**src/rtl/spi_slave_if.sv**
```systemverilog
// spi_slave_if: SPI slave front-end for a single-port RAM.
// Deserialises {cmd[1:0], payload} frames from MOSI onto rx_data/rx_valid and
// serialises the RAM's read reply (tx_data/tx_valid) back on MISO, MSB first.
// Optional feature: define SPI_FRAME_ERR_EN to add the frame_err output, a
// one-cycle pulse when SS_n rises before the frame (or its read reply) ends.
module spi_slave_if #(
    parameter int DATA_W      = 8,
    parameter int TX_WAIT_MAX = 4
) (
    input  logic              clk,
    input  logic              rst_n,
    input  logic              SS_n,
    input  logic              MOSI,
    output logic              MISO,
    output logic [DATA_W+1:0] rx_data,
    output logic              rx_valid,
    input  logic [DATA_W-1:0] tx_data,
    input  logic              tx_valid
`ifdef SPI_FRAME_ERR_EN
    ,
    output logic              frame_err
`endif
);

    localparam int FRAME_W = DATA_W + 2;
    localparam int CNT_W   = $clog2(FRAME_W);
    localparam int TXC_W   = $clog2(DATA_W + 1);
    localparam int WC_W    = (TX_WAIT_MAX > 1) ? $clog2(TX_WAIT_MAX) : 1;

    localparam logic [CNT_W-1:0] LAST_BIT  = CNT_W'(FRAME_W - 1);
    localparam logic [TXC_W-1:0] TX_LAST   = TXC_W'(DATA_W - 1);
    localparam logic [TXC_W-1:0] TX_END    = TXC_W'(DATA_W);
    localparam logic [WC_W-1:0]  WAIT_LAST = WC_W'(TX_WAIT_MAX - 1);

    typedef enum logic [2:0] {
        IDLE,
        CHK_CMD,
        WRITE,
        READ_ADD,
        READ_DATA
    } state_t;

    state_t             state;
    logic [CNT_W-1:0]   bit_cnt;
    logic [FRAME_W-1:0] shift_reg;
    logic               rd_addr_seen;
    logic               frame_done;   // rx_valid already issued this frame
    logic               reply_wait;   // waiting for the RAM's tx_valid
    logic               reply_busy;   // MISO reply in progress
    logic [WC_W-1:0]    wait_cnt;
    logic [TXC_W-1:0]   tx_cnt;
    logic [DATA_W-1:0]  tx_sreg;
`ifdef SPI_FRAME_ERR_EN
    logic               reply_done;   // all reply bits have been driven
`endif

    // The shift register is the RAM word; it only counts while rx_valid is high.
    assign rx_data = shift_reg;

    // Frame FSM: command check, bit shifting, RAM reply capture and MISO serialisation.
    always_ff @(posedge clk or negedge rst_n) begin
        if (!rst_n) begin
            state        <= IDLE;
            bit_cnt      <= '0;
            shift_reg    <= '0;
            rd_addr_seen <= 1'b0;
            frame_done   <= 1'b0;
            reply_wait   <= 1'b0;
            reply_busy   <= 1'b0;
            wait_cnt     <= '0;
            tx_cnt       <= '0;
            tx_sreg      <= '0;
            MISO         <= 1'b0;
            rx_valid     <= 1'b0;
`ifdef SPI_FRAME_ERR_EN
            reply_done   <= 1'b0;
            frame_err    <= 1'b0;
`endif
        end else begin
            rx_valid <= 1'b0;
`ifdef SPI_FRAME_ERR_EN
            frame_err <= 1'b0;
`endif
            if (state != IDLE && SS_n) begin
                // Frame end or abort: drop everything in flight.
                state      <= IDLE;
                bit_cnt    <= '0;
                shift_reg  <= '0;
                frame_done <= 1'b0;
                reply_wait <= 1'b0;
                reply_busy <= 1'b0;
                wait_cnt   <= '0;
                tx_cnt     <= '0;
                MISO       <= 1'b0;
                // A read-data frame that reached the RAM has consumed the address.
                if (state == READ_DATA && frame_done)
                    rd_addr_seen <= 1'b0;
`ifdef SPI_FRAME_ERR_EN
                reply_done <= 1'b0;
                frame_err  <= !frame_done || (state == READ_DATA && !reply_done);
`endif
            end else begin
                case (state)
                    IDLE: begin
                        if (!SS_n)
                            state <= CHK_CMD;
                    end
                    CHK_CMD: begin
                        if (!MOSI)
                            state <= WRITE;
                        else if (rd_addr_seen)
                            state <= READ_DATA;
                        else
                            state <= READ_ADD;
                    end
                    default: begin
                        if (!frame_done) begin
                            shift_reg <= {shift_reg[FRAME_W-2:0], MOSI};
                            if (bit_cnt == LAST_BIT) begin
                                rx_valid   <= 1'b1;
                                frame_done <= 1'b1;
                                bit_cnt    <= '0;
                                if (state == READ_ADD)
                                    rd_addr_seen <= 1'b1;
                                if (state == READ_DATA)
                                    reply_wait <= 1'b1;
                            end else begin
                                bit_cnt <= bit_cnt + 1'b1;
                            end
                        end

                        if (reply_wait) begin
                            if (tx_valid) begin
                                MISO       <= tx_data[DATA_W-1];
                                tx_sreg    <= tx_data << 1;
                                tx_cnt     <= TXC_W'(1);
                                reply_wait <= 1'b0;
                                reply_busy <= 1'b1;
                            end else if (wait_cnt == WAIT_LAST) begin
                                // RAM never answered: give up, MISO stays low.
                                reply_wait   <= 1'b0;
                                rd_addr_seen <= 1'b0;
                            end else begin
                                wait_cnt <= wait_cnt + 1'b1;
                            end
                        end

                        if (reply_busy) begin
                            if (tx_cnt == TX_END) begin
                                MISO       <= 1'b0;
                                reply_busy <= 1'b0;
                                tx_cnt     <= '0;
                            end else begin
                                MISO    <= tx_sreg[DATA_W-1];
                                tx_sreg <= tx_sreg << 1;
                                tx_cnt  <= tx_cnt + 1'b1;
                                if (tx_cnt == TX_LAST) begin
                                    rd_addr_seen <= 1'b0;
`ifdef SPI_FRAME_ERR_EN
                                    reply_done   <= 1'b1;
`endif
                                end
                            end
                        end
                    end
                endcase
            end
        end
    end

endmodule

```
**config.mk**
```make
export PLATFORM = sky130hd
export DESIGN_NAME = spi_slave_if
export DESIGN_NICKNAME = d
export VERILOG_FILES = /design/src/rtl/spi_slave_if.sv
export SDC_FILE = /design/constraint.sdc
export NUM_CORES = 1
export LEC_CHECK = 0
export CAP_MARGIN = 10
export CORE_MARGIN = 8
export CORE_UTILIZATION = 47
export DETAILED_ROUTE_END_ITERATION = 16
export HOLD_SLACK_MARGIN = 0.08
export PLACE_DENSITY = 0.83
export SYNTH_ARGS = -nofsm -noshare
export SYNTH_HDL_FRONTEND = slang
export SYNTH_SLANG_ARGS = --single-unit
export TNS_END_PERCENT = 30
```
**constraint.sdc**
```tcl
create_clock -name clk -period 1.4 [get_ports clk]
set_input_delay 0.35 -clock clk [delete_from_list [all_inputs] [get_ports clk]]
set_output_delay 0.35 -clock clk [all_outputs]
set_load 0.01 [all_outputs]
```
== Word level (Yosys, flattened, before mapping) ==
Cells that the tools add are included.

* Eq/ne operators: 13
* Multiplexer cells: 66
* Bitwise logic cells: 2
* $add $sub $neg: 3
* Reductions and logical operators: 15

{| class="wikitable"
|+ Operators with widths
! operator !! number
|-
| $mux W4 || 10
|-
| $mux W1 || 39
|-
| $mux W8 || 4
|-
| $mux W10 || 3
|-
| $mux W3 || 4
|-
| $reduce_bool A3 Y1 || 4
|-
| $mux W2 || 5
|-
| $add A4 B1 Y4 const B || 2
|-
| $eq A4 B4 Y1 const B || 2
|-
| $ne A2 B1 Y1 const B || 4
|-
| $reduce_and A2 Y1 || 4
|-
| $pmux W3 S2 || 1
|-
| $eq A4 B3 Y1 const B || 1
|-
| $reduce_and A4 Y1 || 1
|-
| $eq A3 B1 Y1 const B || 1
|-
| $eq A3 B2 Y1 const B || 1
|-
| $eq A3 B3 Y1 const B || 1
|-
| $logic_not A3 Y1 || 1
|-
| $ne A3 B3 Y1 const B || 1
|-
| $reduce_and A3 Y1 || 1
|-
| $add A2 B1 Y2 const B || 1
|-
| $eq A2 B2 Y1 const B || 1
|-
| $logic_and A1 B1 Y1 || 2
|-
| $ne A2 B2 Y1 const B || 1
|-
| other kinds (3) || 4
|}

* Logic and storage cells: 111
* Flip-flop bits (word level): 37
* Bits of input ports: 13

== Logic depth before layout (Yosys ltp) ==
Gate-level depths: netlist of run 1.

* Depth after elaboration: 12
* Mapped depth: 7

== Worst setup path after synthesis of run 1 ==
OpenSTA, ideal clock, no wires.

* Path kind: register to register
* Start point: register tx_cnt[0]
* End point: register tx_sreg[1]
* Arrival: 1.389 ns
* Period minus slack after synthesis: 1.475 ns
* Path buffers: 1
* Setup slack: -0.075 ns
* Setup time: 0.086 ns
* Cell stages (with the launch flop): 8
* Cells stage by stage: dfrtp_1 inv_1 ha_1 and3b_1 buf_2 nor3_4 nor3_1 nor3_1

* Cells in the longest elaborated chain, start to end: 3

{| class="wikitable"
|+ Ends and longest elaborated chain
! element !! RTL line !! RTL
|-
| start, declared || 51 || <nowiki>logic [TXC_W-1:0] tx_cnt;</nowiki>
|-
| start signal, assigned || 156 || <nowiki>tx_cnt <= tx_cnt + 1'b1;</nowiki>
|-
| $eq A4 B4 Y1 || 149 || <nowiki>if (tx_cnt == TX_END) begin</nowiki>
|-
| $mux W8 || 149 ||
|-
| $mux W8 || 148 || <nowiki>if (reply_busy) begin</nowiki>
|-
| end signal, assigned || 135 || <nowiki>tx_sreg <= tx_data << 1;</nowiki>
|-
| end signal, assigned || 155 || <nowiki>tx_sreg <= tx_sreg << 1;</nowiki>
|-
| end, declared || 52 || <nowiki>logic [DATA_W-1:0] tx_sreg;</nowiki>
|}

No other way between the ends.
A chain may end at the register's enable or synchronous reset.

== Worst setup path in the final report of run 1 ==
* Start point: register tx_cnt[1]
* End point: register tx_cnt[2]

* Cells in the longest elaborated chain, start to end: 5
* Elaborated cells between the ends (all ways): 6
* Classes of those cells: add/sub: 1; eq/ne: 1; mux: 4

{| class="wikitable"
|+ Ends and longest elaborated chain
! element !! RTL line !! RTL
|-
| $add A4 B1 Y4 / $eq A4 B4 Y1 (equally long branches) || 156, 149 ||
|-
| $mux W4 (*) || 149 ||
|-
| $mux W4 (*) || 148 ||
|-
| $mux W4 (*) || 103 || <nowiki>case (state)</nowiki>
|-
| $mux W4 (*) || 84 || <nowiki>if (state != IDLE && SS_n) begin</nowiki>
|}

Mark *: on every way between the ends. The rest lies on a longest branch, timed or not. The select of a mux whose other input is x is not followed.

==> reports/results.tsv, run 1 <==
metric	value	unit
GRT Residual Overflow	0	
register area share after synthesis	50.5	%
share of cells above drive strength 1	22.9	%
antenna cells	0	
Total Routing Usage GR	15.1	%
synthesized flop and latch total	37	
main area contributors after synthesis	dfrtp_1, nor3_1, nand2_1, a21oi_1, nor2_1	
Die ar.	6160	um2
worst hold path type	reg -> reg	
Finished Layout Cells	288	
DR pass1 iterations	4	
top cell type by total area after synthesis	dfrtp_1	
most frequent cell after synthesis	dfrtp_1	
vias per cell	5.49	
fin nets	256	
Final HPWL DP	2990	um
reg-to-reg setup timing slack	-110	ps
Synth top cells by count	dfrtp_1, nor3_1, nand2_1	
cells after synthesis	193	
synth unique cells	44	
Net Count, Synth	209	
crit path DAT	1720	ps
initial antenna violation count	0	
final hold vios	0	
EDFF count, synth	0	
min Tclk post-route	1510	ps
Peak VDD IR	0.798	mV
post-route antenna net violation count	0	
Pwr Density	994	nW/um2
Max Fclk	662	MHz
CTS clk-pin slew, worst paths	70	ps
clock skew	3.05	ps
Root Buffer	clkbuf_8	
Final Power	2.46	mW
DRC viols	0	
Die Ht	78.5	um
clock latency on the worst-skew pair	290	ps
Max-cap violations	0	
Async SR Flop Fraction	100	%
Critical Path Fanout Max	5	
Post-CTS Setup Inserts	0	
cell total after placement	280	
failing checks	setup timing	
clock buffer depth	2	
prevailing post-synth register cell	dfrtp_1	
vias in the first global route	1612	
WL final	4300	um
PortBufs	24	
Die X	78.5	um
Core Rows	22	
Setup CP Type	reg -> reg	
CTS tree	yes	
total CTS buffers	5	
Placer Congestion	0.807	
H-tree depth	2	
Post-Syn Area	1830	um2
relative slew slack	81.9	%
status	finished with violations	
clock sinks	37	
Routed wire per std cell	14.9	um
Critical Path RT	1610	ps
number of setup violations in the final report	11	
Starting Density	49.4	%
DRT iter0 DRCs	82	
Layout area overhead	34.8	%
DR vias	1582	
RSZ-0062 raised after global routing	true	
placeable core area	3720	um2
final worst slack	-112	ps
first-pass GRT wire length	7540	um
Yosys Warn Count	0	
pin count of the biggest net entering global routing	38	
Slew Viols, Final	0	
CP endpoint kind	flop	
measured slew at the worst slew-check pin	268	ps
Avg Cell Area, Syn	9.50	um2
I/O pins	25	
top cell type's share of synthesized area	50.5	%
Setup crit start kind	flop	
dpl ws	-503	ps
leakage power	1.15	nW
fin crit share	108	%
-- critical path, stage by stage, from the launching register on --
cell and delay [ps]:
dfrtp_1 350, inv_1 50, ha_2 160, and3b_2 260, buf_4 160, o311a_1 300
o22ai_2 150
-- worst paths after layout --
path / start / to / depth (start not counted)
worst min register to register: MISO$_DFFE_PN0P_ / MISO$_DFFE_PN0P_ / 1
max in group asynchronous: rst_n / state[2]$_DFFE_PN0P_ / 3
worst max register to register: tx_cnt[1]$_DFFE_PN0P_ / tx_cnt[2]$_DFFE_PN0P_ / 6
min in group asynchronous: rst_n / reply_busy$_DFFE_PN0N_ / 3
worst max-delay path: tx_cnt[1]$_DFFE_PN0P_ / tx_cnt[2]$_DFFE_PN0P_ / 6
worst min-delay path: MISO$_DFFE_PN0P_ / MISO$_DFFE_PN0P_ / 1
-- power by group --
group	leakage (nW)	internal [mW]	switching [mW]
clock network	0.0540	0.518	0.383
registers	0.508	1.12	0.0725
logic	0.587	0.176	0.185
total	1.15	1.82	0.641
-- kinds of logic (layout without fill, tap and decap cells) --
group / Yosys count / in the layout / share of synthesized area, %
AND/OR/NAND/NOR: 95 / 95 / 26.1
XOR/XNOR: 3 / 3 / 1.43
adder cells (fa/ha/maj): 3 / 3 / 2.05
buffers and inverters: 16 / 63 / 4.64
flip-flops: 37 / 37 / 50.5
multiplexers: 2 / 2 / 1.09
AO/OA/AOI/OAI: 37 / 37 / 14.2
-- layout make-up --
type | count | area (um2)
Clock buffer | 5 | 68.8
Tap cell | 48 | 60.1
Inverter | 6 | 22.5
Multi-Input combinational cell | 140 | 901
Clock inverter | 2 | 35.0
Sequential cell | 37 | 928
Fill cell | 300 | 1240
Timing Repair Buffer | 50 | 457
-- flip-flops by register name, indices dropped and copies added (netlist names) --
signal	count
rx_valid	1
state	3
frame_done	1
tx_cnt	4
rd_addr_seen	1
reply_busy	1
wait_cnt	2
MISO	1
reply_wait	1
rx_data	10
tx_sreg	8
bit_cnt	4
-- metal layers --
metal	global-route usage, %	wire, um
met1	18.8	1900
met2	24.3	2100
met3	5.01	237
met4	4.44	57
met5	0	0
-- cell usage in the layout, fill, tap and decap left out, drive strengths merged, types with 2 or more instances in the layout --
| master | instances |
|---|---|
| nor2b | 2 |
| o21ba | 2 |
| nor2 | 14 |
| o21ai | 4 |
| a31oi | 3 |
| xor2 | 2 |
| nand2b | 4 |
| a22o | 3 |
| nor4 | 2 |
| buf | 26 |
| clkbuf | 5 |
| a41oi | 2 |
| nor3 | 30 |
| inv | 6 |
| a21oi | 14 |
| ha | 3 |
| dlygate4sd2 | 13 |
| a32o | 2 |
| nand2 | 29 |
| nand3 | 5 |
| clkdlybuf4s50 | 9 |
| mux2i | 2 |
| dfrtp | 37 |
-- per-stage QoR --
stage / hold WS, ps / util (%) / TNS, ps / cell area [um2]
finish: 498 / 66.5 / -565 / 2470
global route: 521 / 66.5 / -1410 / 2470
CTS: 505 / 65.7 / -550 / 2440
detailed placement: 327 / 61.8 / -8190 / 2290
global placement: 325 / 61.8 / -6920 / 2290
floorplan: 54.4 / - / -342 / 1840
-- repair_timing --
action,4_1_cts,5_1_grt
resized for setup,25,7
endpoints found under the hold margin,37,0
hold buffers,1,0
setup endpoints to repair,27,27
pin swaps,4,4
Power figures use the tool's default switching activity.
==> inputs of run 2 (changes only) <==
Settings changed: CORE_ASPECT_RATIO from default to 0.5.
==> reports/results.tsv, run 2 (synthesis gave the netlist of run 1 again) <==
metric	value	unit	change
CTS clk-pin slew, worst paths	70	ps	about the same
Peak VDD IR	0.490	mV	-39%
post-route antenna net violation count	0		unchanged
Layout area overhead	32.9	%	
clock skew	5.50	ps	+2.45 ps
failing checks	setup timing		
fill cell count	305		+1.7%
leakage power	1.12	nW	-2.6%
DR pass1 iterations	4		unchanged
antenna cells	0		unchanged
number of setup violations in the final report	11		unchanged
max reg flops	10		unchanged
commonest non-fill, non-tap cells in the layout	dfrtp_1, nand2_1, nor3_1		
crit path DAT	1680	ps	-40 ps
H-tree depth	2		unchanged
WHS	435	ps	-62.9 ps
relative slew slack	79.6	%	-2.2 points
dpl ws	-405	ps	+97.6 ps
most common cell after layout, fill and taps aside	dfrtp_1		
CP endpoint kind	flop		
initial antenna violation count	0		unchanged
DRT iter0 DRCs	47		-43%
CTS tree	yes		
DR vias	1593		+0.70%
Setup crit start kind	flop		
fin crit share	109	%	+1.0 points
DRC viols	0		unchanged
Placer Congestion	0.866		+7.3%
vias per cell	5.44		-1.0%
Root Buffer	clkbuf_8		
share of cells above drive strength 1	23.0	%	+0.096 points
slowest stage cell on the critical path	dfrtp_1		
post-layout util	63.8	%	-2.8 points
Starting Density	48.0	%	-1.4 points
worst path cell trace	inv_1 -> ha_2 -> and3b_2 -> nor3_4 -> buf_6 -> nor3_2 -> nor3_1		
final hold vios	0		unchanged
RSZ-0062 raised after global routing	true		
Die ar.	6280	um2	+2.0%
PortBufs	24		unchanged
min Tclk post-route	1530	ps	+14.2 ps
Die Ht	60.2	um	-23%
Critical Path RT	1560	ps	-50 ps
Die X	104	um	+33%
Slew Viols, Final	0		unchanged
Critical Path Fanout Max	7		+2
Hold Buf Count CTS	0		-1
status	finished with violations		
placeable core area	3820	um2	+2.9%
Core Rows	16		-27%
Pwr Density	929	nW/um2	-6.5%
clock buffer depth	2		unchanged
pin count of the biggest net entering global routing	38		unchanged
Max-cap violations	0		unchanged
crit-path leading delay family	simple AND/OR/NAND/NOR gates		
WL final	4200	um	-2.3%
Largest stage delay, worst path	380	ps	+30 ps
total CTS buffers	5		unchanged
clock sinks	37		unchanged
vias in the first global route	1559		-3.3%
GRT Residual Overflow	0		unchanged
Total Routing Usage GR	13.3	%	-1.8 points
I/O pins	25		unchanged
final worst slack	-126	ps	-14.2 ps
clock latency on the worst-skew pair	280	ps	about the same
Buf/Inv on CP	2		unchanged
Final HPWL DP	2850	um	-4.7%
first-pass GRT wire length	6930	um	-8.1%
measured slew at the worst slew-check pin	305	ps	+36.4 ps
Max Fclk	655	MHz	-0.93%
fin nets	254		-0.78%
Post-CTS Setup Inserts	0		unchanged
Setup CP Type	reg -> reg		
worst hold path type	in -> async		
Routed wire per std cell	14.3	um	-4.0%
## run 2: cell types whose count changed in the layout (fill, tap and decap cells not counted), sizes merged
cell	before	now
dlygate4sd3	1	0
clkdlybuf4s50	9	12
clkbuf	5	6
buf	26	24
bufinv	1	0
clkinv	1	2
dlymetal6s2s	1	0
dlygate4sd2	13	12
## run 2: metrics by stage
stage | setup TNS, ps | power (mW) | std cells | instance area (um2)
after global placement | -8550 | 1.56 | 285 | 2270
final | -491 | 2.27 | 293 | 2440
after CTS | -425 | 2.28 | 293 | 2350
after floorplan | -342 | 1.39 | 193 | 1840
after global routing | -1680 | 2.38 | 293 | 2440
after detailed placement | -9080 | 1.57 | 285 | 2270
## run 2: final timing paths
| path | from | to | slack [ps] | depth (start not counted) |
|---|---|---|---|---|
| setup / recovery | tx_cnt[1]$_DFFE_PN0P_ | tx_sreg[3]$_DFFE_PN0P_ | -130 | 7 |
| setup reg to reg | tx_cnt[1]$_DFFE_PN0P_ | tx_sreg[3]$_DFFE_PN0P_ | -130 | 7 |
| hold / removal | rst_n | state[0]$_DFFE_PN0P_ | 440 | 2 |
| min in group clk | MISO$_DFFE_PN0P_ | MISO$_DFFE_PN0P_ | 510 | 1 |
| hold reg to reg | MISO$_DFFE_PN0P_ | MISO$_DFFE_PN0P_ | 510 | 1 |
| max in group asynchronous | rst_n | state[2]$_DFFE_PN0P_ | 770 | 2 |
## run 2: area by class of cell
cell class	instances	area, um2	area share, %
flip-flops and latches	37	928	38.1
clock inverters	2	10.0	0.410
inverters	6	22.5	0.924
clock buffers	6	72.6	2.98
well taps	54	67.6	2.77
multi-input cells	140	908	37.2
repair buffers	48	429	17.6
## run 2: worst reg2reg max path, stage by stage (launching register included)
cell,delay [ps]
dfrtp_1,380
inv_1,60
ha_2,150
and3b_2,280
nor3_4,60
buf_6,150
nor3_2,230
nor3_1,90
## run 2: timing repair
action	CTS	global route
hold endpoints to repair	0	0
pin swaps	1	5
endpoints found under the setup margin	26	21
resized for setup	18	17
## run 2: report_power, final
part	total [mW]	leakage, nW	internal [mW]	switching [mW]
logic	0.360	0.566	0.175	0.185
clock network	0.709	0.0450	0.345	0.364
registers	1.20	0.508	1.12	0.0738
## run 2: layer usage
metal	global-route usage (%)	wire length [um]	up-vias
li1	-	-	774
met1	15.6	1940	770
met2	24.0	2000	45
met3	3.33	211	4
met4	3.87	46	0
met5	0	0	-
==> inputs of run 3 (changes only) <==
Settings changed: CAP_MARGIN 10 to 40, RECOVER_POWER from default to 100.
==> reports/results.tsv, run 3 (synthesis gave the netlist of run 1 again) <==
metric	value	unit	change
status	finished with violations		
failing checks	setup timing		
dpl ws	-405	ps	unchanged
min Tclk post-route	1530	ps	+4.05 ps
CTS tree	yes		
Core Rows	16		unchanged
Starting Density	48.0	%	unchanged
Critical Path RT	1560	ps	about the same
CTS clk-pin slew, worst paths	70	ps	about the same
clock sinks	37		unchanged
most common cell after layout, fill and taps aside	dfrtp_1		
CP endpoint kind	flop		
PortBufs	24		unchanged
max reg flops	10		unchanged
Post-CTS Setup Inserts	0		unchanged
I/O pins	25		unchanged
DR pass1 iterations	4		unchanged
Root Buffer	clkbuf_8		
Crit. Startpoint	tx_cnt[1]$_DFFE_PN0P_		
RR Startpoint	tx_cnt[1]$_DFFE_PN0P_		
clock skew	5.94	ps	+0.437 ps
crit path DAT	1690	ps	about the same
clock buffer depth	2		unchanged
measured slew at the worst slew-check pin	805	ps	+500 ps
pin count of the biggest net entering global routing	38		unchanged
worst path cell trace	inv_1 -> ha_2 -> and3b_2 -> nor3_4 -> buf_6 -> nor3_2 -> nor3_1		
Critical Path Fanout Max	7		unchanged
fin crit share	109	%	+0.29 points
fin nets	254		unchanged
relative slew slack	46.4	%	-33 points
RSZ-0062 raised after global routing	true		
placeable core area	3820	um2	unchanged
number of setup violations in the final report	12		+1
Slew Viols, Final	0		unchanged
Peak VDD IR	0.488	mV	-0.45%
share of cells above drive strength 1	22.2	%	-0.84 points
Hold Buf Count CTS	0		unchanged
Placer Congestion	0.866		unchanged
Setup crit start kind	flop		
Setup TNS	-565	ps	-73.8 ps
final hold vios	0		unchanged
Total Routing Usage GR	13.3	%	unchanged
WHS	507	ps	+71.6 ps
first-pass GRT wire length	6930	um	unchanged
Max-cap violations	0		unchanged
Pwr Density	935	nW/um2	+0.66%
Die ar.	6280	um2	unchanged
Die Ht	60.2	um	unchanged
cell total after placement	285		unchanged
slowest stage cell on the critical path	dfrtp_1		
clock latency on the worst-skew pair	280	ps	about the same
H-tree depth	2		unchanged
vias per cell	5.39		-0.88%
antenna cells	0		unchanged
Setup CP Type	reg -> reg		
DRC viols	0		unchanged
Buf/Inv on CP	2		unchanged
Final Power	2.26	mW	-0.17%
Die X	104	um	unchanged
Max Fclk	654	MHz	-0.26%
post-route antenna net violation count	0		unchanged
GRT Residual Overflow	0		unchanged
vias in the first global route	1559		unchanged
leakage power	1.11	nW	-0.72%
commonest non-fill, non-tap cells in the layout	dfrtp_1, nand2_1, nor3_1		
Layout area overhead	31.9	%	
WL final	4200	um	about the same
Final HPWL DP	2850	um	unchanged
DR vias	1579		-0.88%
Largest stage delay, worst path	380	ps	about the same
final worst slack	-130	ps	-4.05 ps
initial antenna violation count	0		unchanged
crit-path leading delay family	simple AND/OR/NAND/NOR gates		
Finished Layout Cells	293		unchanged
worst hold path type	reg -> reg		
total CTS buffers	5		unchanged
HP Start	MISO$_DFFE_PN0P_		
Routed wire per std cell	14.3	um	about the same
DRT iter0 DRCs	55		+17%
==> run 3: path summary, 6_finish.rpt <==
check | to | slack [ps] | cells past startpoint
max | tx_sreg[3]$_DFFE_PN0P_ | -130 | 7
min | MISO$_DFFE_PN0P_ | 510 | 1
max reg2reg | tx_sreg[3]$_DFFE_PN0P_ | -130 | 7
min reg2reg | MISO$_DFFE_PN0P_ | 510 | 1
max in group asynchronous | state[1]$_DFFE_PN0P_ | 230 | 2
min in group asynchronous | bit_cnt[3]$_DFFE_PN0P_ | 620 | 2
==> run 3: timing repair <==
item / 4_1_cts / 5_1_grt
endpoints found under the hold margin: 0 / 0
pin swaps: 1 / 5
endpoints found under the setup margin: 26 / 21
gates resized for setup: 18 / 17
==> run 3: worst reg2reg max path, stage by stage (launching register included) <==
cell,delay [ps]
dfrtp_1,380
inv_1,60
ha_2,150
and3b_2,280
nor3_4,60
buf_6,150
nor3_2,240
nor3_1,90
==> run 3: routing by layer <==
layer / routed length, um / vias up / share of wire, % / track usage, %
met5: 0 / - / 0 / 0
met4: 46 / 0 / 1.1 / 3.87
met3: 214 / 4 / 5.1 / 3.33
met2: 2010 / 37 / 48 / 24.0
met1: 1930 / 765 / 46 / 15.6
li1: - / 773 / - / -
==> run 3: power breakdown <==
group          internal (mW)  total (mW)  switching, mW
clock                  0.345       0.712          0.367
combinational          0.170       0.354          0.184
sequential              1.12        1.20         0.0734
==> run 3: stage by stage <==
stage                     area, um2  util (%)
after floorplan                1840         -
after global placement         2270      59.5
after detailed placement       2270      59.5
after CTS                      2350      61.6
after global routing           2420      63.3
final                          2420      63.3
==> run 3: area by class of cell <==
cell class                      instances  area, um2
Fill cell                             309       1410
Clock buffer                            6       72.6
Inverter                                6       22.5
Clock inverter                          2       10.0
Sequential cell                        37        927
Tap cell                               54       67.6
Timing Repair Buffer                   48        410
Multi-Input combinational cell        140        908
